[src/rtl/cpu_run_ctrl.sv]
// cpu_run_ctrl: run/step/breakpoint controller that sits in front of the
// 5-stage LA32 pipeline. Board buttons are synchronized and edge-detected,
// then drive a small FSM whose state decodes into the pipeline clock-enable.
//
// Ports:
//   clk        system clock
//   rstn       asynchronous active-low reset
//   run_btn    async button, start/resume free run
//   step_btn   async button, issue STEP_CYCLES enabled cycles
//   stop_btn   async button, halt
//   cnt_clr    synchronous clear of cycle_cnt
//   bp_en      breakpoint enable
//   bp_addr    breakpoint PC
//   pc         current fetch PC from the CPU
//   cpu_en     pipeline clock-enable (combinational decode of state)
//   state      0=HALT 1=RUN 2=STEP 3=BREAK
//   bp_hit     high while in BREAK
//   cycle_cnt  count of enabled cycles, wraps
module cpu_run_ctrl #(
  parameter int SYNC_STAGES = 2,
  parameter int STEP_CYCLES = 1,
  parameter int CNT_W       = 32
) (
  input  logic             clk,
  input  logic             rstn,
  input  logic             run_btn,
  input  logic             step_btn,
  input  logic             stop_btn,
  input  logic             cnt_clr,
  input  logic             bp_en,
  input  logic [31:0]      bp_addr,
  input  logic [31:0]      pc,
  output logic             cpu_en,
  output logic [1:0]       state,
  output logic             bp_hit,
  output logic [CNT_W-1:0] cycle_cnt
);

  typedef enum logic [1:0] {
    S_HALT  = 2'd0,
    S_RUN   = 2'd1,
    S_STEP  = 2'd2,
    S_BREAK = 2'd3
  } state_t;

  localparam logic [7:0] STEP_LD = 8'(STEP_CYCLES);

  // Button order in the packed vectors: {stop, step, run}
  logic [SYNC_STAGES-1:0][2:0] btn_sync;
  logic [2:0]                  btn_prev;
  logic [2:0]                  btn_pulse;
  logic                        run_p;
  logic                        step_p;
  logic                        stop_p;

  state_t     state_q;
  state_t     state_d;
  logic [7:0] step_cnt_q;
  logic [7:0] step_cnt_d;
  logic       skip_q;
  logic       skip_d;
  logic       bp_match_raw;
  logic       bp_match;

  // Synchronizer chain, then a registered rising-edge pulse; the pulse
  // register makes the input-to-pulse latency SYNC_STAGES+1 clocks.
  always_ff @(posedge clk or negedge rstn) begin
    if (!rstn) begin
      btn_sync  <= '0;
      btn_prev  <= '0;
      btn_pulse <= '0;
    end else begin
      btn_sync  <= {btn_sync[SYNC_STAGES-2:0], {stop_btn, step_btn, run_btn}};
      btn_prev  <= btn_sync[SYNC_STAGES-1];
      btn_pulse <= btn_sync[SYNC_STAGES-1] & ~btn_prev;
    end
  end

  assign run_p  = btn_pulse[0];
  assign step_p = btn_pulse[1];
  assign stop_p = btn_pulse[2];

  // Breakpoint compare is combinational so bp_addr/bp_en act in the same
  // cycle; skip suppresses a re-hit on the address we are resuming from.
  assign bp_match_raw = bp_en && (pc == bp_addr);
  assign bp_match     = bp_match_raw && !skip_q;

  always_comb begin
    state_d    = state_q;
    step_cnt_d = step_cnt_q;
    skip_d     = skip_q;
    if (pc != bp_addr) skip_d = 1'b0;

    case (state_q)
      S_HALT: begin
        skip_d = 1'b0;
        if (stop_p) begin
          state_d = S_HALT;
        end else if (step_p) begin
          state_d    = S_STEP;
          step_cnt_d = STEP_LD;
        end else if (run_p) begin
          state_d = S_RUN;
          skip_d  = bp_match_raw;
        end
      end
      S_RUN: begin
        if (stop_p) begin
          state_d = S_HALT;
          skip_d  = 1'b0;
        end else if (bp_match) begin
          state_d = S_BREAK;
        end
      end
      S_STEP: begin
        // The <= guards against a zero count ever looping forever.
        if (stop_p || (step_cnt_q <= 8'd1)) begin
          state_d    = S_HALT;
          step_cnt_d = 8'd0;
          skip_d     = 1'b0;
        end else begin
          step_cnt_d = step_cnt_q - 8'd1;
        end
      end
      S_BREAK: begin
        if (stop_p) begin
          state_d = S_HALT;
          skip_d  = 1'b0;
        end else if (step_p) begin
          state_d    = S_STEP;
          step_cnt_d = STEP_LD;
        end else if (run_p) begin
          state_d = S_RUN;
          skip_d  = 1'b1;
        end
      end
      default: begin
        state_d = S_HALT;
        skip_d  = 1'b0;
      end
    endcase
  end

  always_ff @(posedge clk or negedge rstn) begin
    if (!rstn) begin
      state_q    <= S_HALT;
      step_cnt_q <= 8'd0;
      skip_q     <= 1'b0;
    end else begin
      state_q    <= state_d;
      step_cnt_q <= step_cnt_d;
      skip_q     <= skip_d;
    end
  end

  // Decoded from the state register so an async reset drops it at once;
  // in RUN the enable is withheld in the very cycle pc lands on bp_addr.
  assign cpu_en = ((state_q == S_RUN) && !bp_match) || (state_q == S_STEP);
  assign state  = state_q;
  assign bp_hit = (state_q == S_BREAK);

  always_ff @(posedge clk or negedge rstn) begin
    if (!rstn) begin
      cycle_cnt <= '0;
    end else if (cnt_clr) begin
      cycle_cnt <= '0;
    end else if (cpu_en) begin
      cycle_cnt <= cycle_cnt + CNT_W'(1);
    end
  end

endmodule

[config.mk]
export PLATFORM = sky130hd
export DESIGN_NAME = cpu_run_ctrl
export DESIGN_NICKNAME = d
export VERILOG_FILES = /design/src/rtl/cpu_run_ctrl.sv
export SDC_FILE = /design/constraint.sdc
export NUM_CORES = 1
export LEC_CHECK = 0
export CORE_MARGIN = 8
export CORE_UTILIZATION = 40
export CTS_CLUSTER_SIZE = 14
export DETAILED_ROUTE_END_ITERATION = 10
export DONT_BUFFER_PORTS = 1
export PLACE_DENSITY = 0.61
export SYNTH_ARGS = -nofsm -noshare
export SYNTH_HDL_FRONTEND = slang
export SYNTH_SLANG_ARGS = --single-unit
[constraint.sdc]
create_clock -name clk -period 3.1 [get_ports clk]
set_clock_uncertainty 0.2 [all_clocks]
set_input_delay 0.465 -clock clk [delete_from_list [all_inputs] [get_ports clk]]
set_output_delay 0.465 -clock clk [all_outputs]
set_load 0.1 [all_outputs]
==> results.ini <==
[worst_setup_path]
crit_chain=inv_1 > ha_1 > nor2_1 > a31o_4 > inv_2
r2r_start=state[1]$_DFFE_PN0P_
crit_path_max_incr_delay_ns=0.43
r2r_slack_ns=0.63
rr_endpoint=cycle_cnt[29]$_DFFE_PN0P_
cp.required_ns=2.43
cp_data_arrival_time_ns=1.87
worstSetupPathType=reg -> out
cpMaxStageDelayCell=dfrtp_1
startpoint_type=register
worst-path-max-fanout=7
r2r_cells=7
worst_setup_path_end_kind=primary output

[floorplan]
dieArea_mm2=0.0112
rows=32
start_util=0.414
core_region_area_mm2=0.00777
die_w_um=106
io_pins=107
die_y_um=106

[finish]
layout_common_cells=dfrtp_1 (55), buf_4 (37), xnor2_1 (36), a21oi_1 (34), nor2_1 (27)
antennaDiodeCount=0
fillCellCount=777
mostFrequentLayoutCell=dfrtp_1
syn_to_final_growth_pct=17.5
drive_gt1_frac=0.166
num-nets-final=457

[hold_path]
whs_endpoint=btn_sync[4]$_DFF_PN0_
whs_path_depth=0
hold_class=reg -> reg
worstHoldStart=btn_sync[1]$_DFF_PN0_

[global_route]
grt_max_degree=56
antenna_found_initial=0
grt_pass1_vias=2826
grt_overflow=0
track_usage=0.149
grt_pass1_wl_um=13900

[sta]
fmax_mhz=395
fin_crit_sh=0.817
max_slew.worst_pin.slew_ns=0.938
slew_headroom=0.375
fin_crit_ns=2.53
finalSetupViolCount=0
rsz0062_at_grt=no
fin_setup_tns_ns=0
drv_slew=0
hold_violations=0

[placement]
port_buffers=0
dp_hpwl_um=6040
gp_congestion=0.760

[logic_synthesis]
syn_nets=416
synthArstFlopShare=1.00
synth_top_area_share=0.428
synth_warnings=0
synth_cell_types=47
avgSynthCellArea_um2=9.51
synth_ff_type=dfrtp_1
synth_seq_cells=55
syn-cell-area_mm2=0.00321
yosys.area.top_type=dfrtp_1
synth_area_leaders=dfrtp_1 (43%), xnor2_1 (9.8%), a21oi_1 (5.3%), nand4_1 (4.1%), or3_1 (3.3%)
synth-seq-area-share=0.428
synthesis.instances=338
synth_edf_count=0

[clock_network]
cts_tree=built
clock_path_buffers=2
cts_num_sinks=55
cts_root_buf=clkbuf_8
cts_max_level=2
clock_latency_ns=0.31
cts_buffers=5
cts.clk_slew.worst_paths_ns=0.10
cts_resized=0

[routing]
wl_um=8380
vias=2722
drc=0
wire_per_inst_um=17.4
drtPass1Iterations=4
antenna_left=0
drt_first_iter_violations=132
post_drt_via_cell_ratio=5.65

[power_and_ir_drop]
ir_drop_mv=0.267
powerDensity_mw_per_mm2=628
p_total_w=0.00237
p_leak_nw=1.51

[outcome]
status=complete, no violations

[job]
drv_cap=0

## flip-flops by register name, indices dropped and copies added (netlist names)
| register | flops |
|---|---|
| state | 2 |
| step_cnt_q | 8 |
| btn_prev | 3 |
| btn_sync | 6 |
| skip_q | 1 |
| btn_pulse | 3 |
| cycle_cnt | 32 |
## stage by stage
stage	std cells	hold slack [ns]	setup WS (ns)	instance area (µm²)	util
after floorplan	338	-0.0306	0.0980	3210	-
after global placement	464	-0.0288	0.484	3540	0.456
after detailed placement	464	-0.0287	0.400	3540	0.456
after CTS	481	0.00372	0.547	3760	0.485
after global routing	482	0.168	0.423	3770	0.486
final	482	0.155	0.567	3770	0.486
## repair_timing
| item | 4_1_cts | 5_1_grt |
|---|---|---|
| buffers inserted | 0 | 0 |
| hold endpoints to repair | 71 | 1 |
| hold buffers | 9 | 1 |
## worst max-delay path: cells and delay by family (launching register included)
| kind | cells | cell delay, ns |
|---|---|---|
| AO/OA/AOI/OAI | 1 | 0.24 |
| buffers and inverters | 2 | 0.50 |
| AND/OR/NAND/NOR | 1 | 0.12 |
| adder cells (fa/ha/maj) | 1 | 0.27 |
| flip-flops | 1 | 0.43 |
## kinds of logic after synthesis
family | after synthesis | synth area share
AOI/OAI and AO/OA | 75 | 0.144
xor gates and xnor gates | 38 | 0.104
adders and majority gates | 7 | 0.0273
buffers and inverters | 26 | 0.0397
DFF | 55 | 0.428
muxes | 3 | 0.0113
and+or+nand+nor | 134 | 0.246
## report_power, final
group          internal (W)  total [W]  switching, W
registers          0.000786   0.000843     0.0000570
logic              0.000306    0.00102      0.000715
clock network      0.000262   0.000505      0.000243
## cell type report
type | instances | area (µm²) | share of cell area
sequential | 55 | 1380 | 0.365
clock buffer | 6 | 82.6 | 0.0219
multi-input combinational | 257 | 1710 | 0.453
clock inverter | 2 | 35.0 | 0.00928
inverter | 13 | 48.8 | 0.0129
timing repair buffer | 47 | 395 | 0.105
tap | 102 | 128 | 0.0338
## cell usage after synthesis (all sizes together) (6+ instances only)
| cell | number |
|---|---|
| or4 | 7 |
| nand4 | 22 |
| dfrtp | 55 |
| ha | 7 |
| o21ai | 18 |
| nor2 | 28 |
| nor4 | 6 |
| clkbuf | 7 |
| inv | 13 |
| buf | 6 |
| or3 | 17 |
| nand2 | 18 |
| a21oi | 34 |
| o31ai | 7 |
| nand3 | 11 |
| xnor2 | 36 |
## worst max-delay path by stage
stage | from | endpoint | slack (ns) | cells past startpoint
2_1_floorplan | state[0]$_DFFE_PN0P_ | cycle_cnt[29]$_DFFE_PN0P_ | 0.1 | 7
3_3_place_gp | bp_addr[11] | cycle_cnt[29]$_DFFE_PN0P_ | 0.48 | 7
3_5_place_dp | bp_addr[11] | cycle_cnt[29]$_DFFE_PN0P_ | 0.40 | 7
4_1_cts | state[0]$_DFFE_PN0P_ | cpu_en | 0.55 | 5
5_1_grt | state[1]$_DFFE_PN0P_ | cpu_en | 0.42 | 5
6_report | state[1]$_DFFE_PN0P_ | cpu_en | 0.57 | 5
## routing by layer
layer / global-route usage / up-vias / wire [µm]
met2: 0.250 / 83 / 4020
met4: 0.0372 / 0 / 47
met5: 0 / - / 0
met1: 0.185 / 1328 / 3720
li1: - / 1309 / -
met3: 0.0402 / 2 / 584
Note: power is estimated with default switching activity, not from simulation.
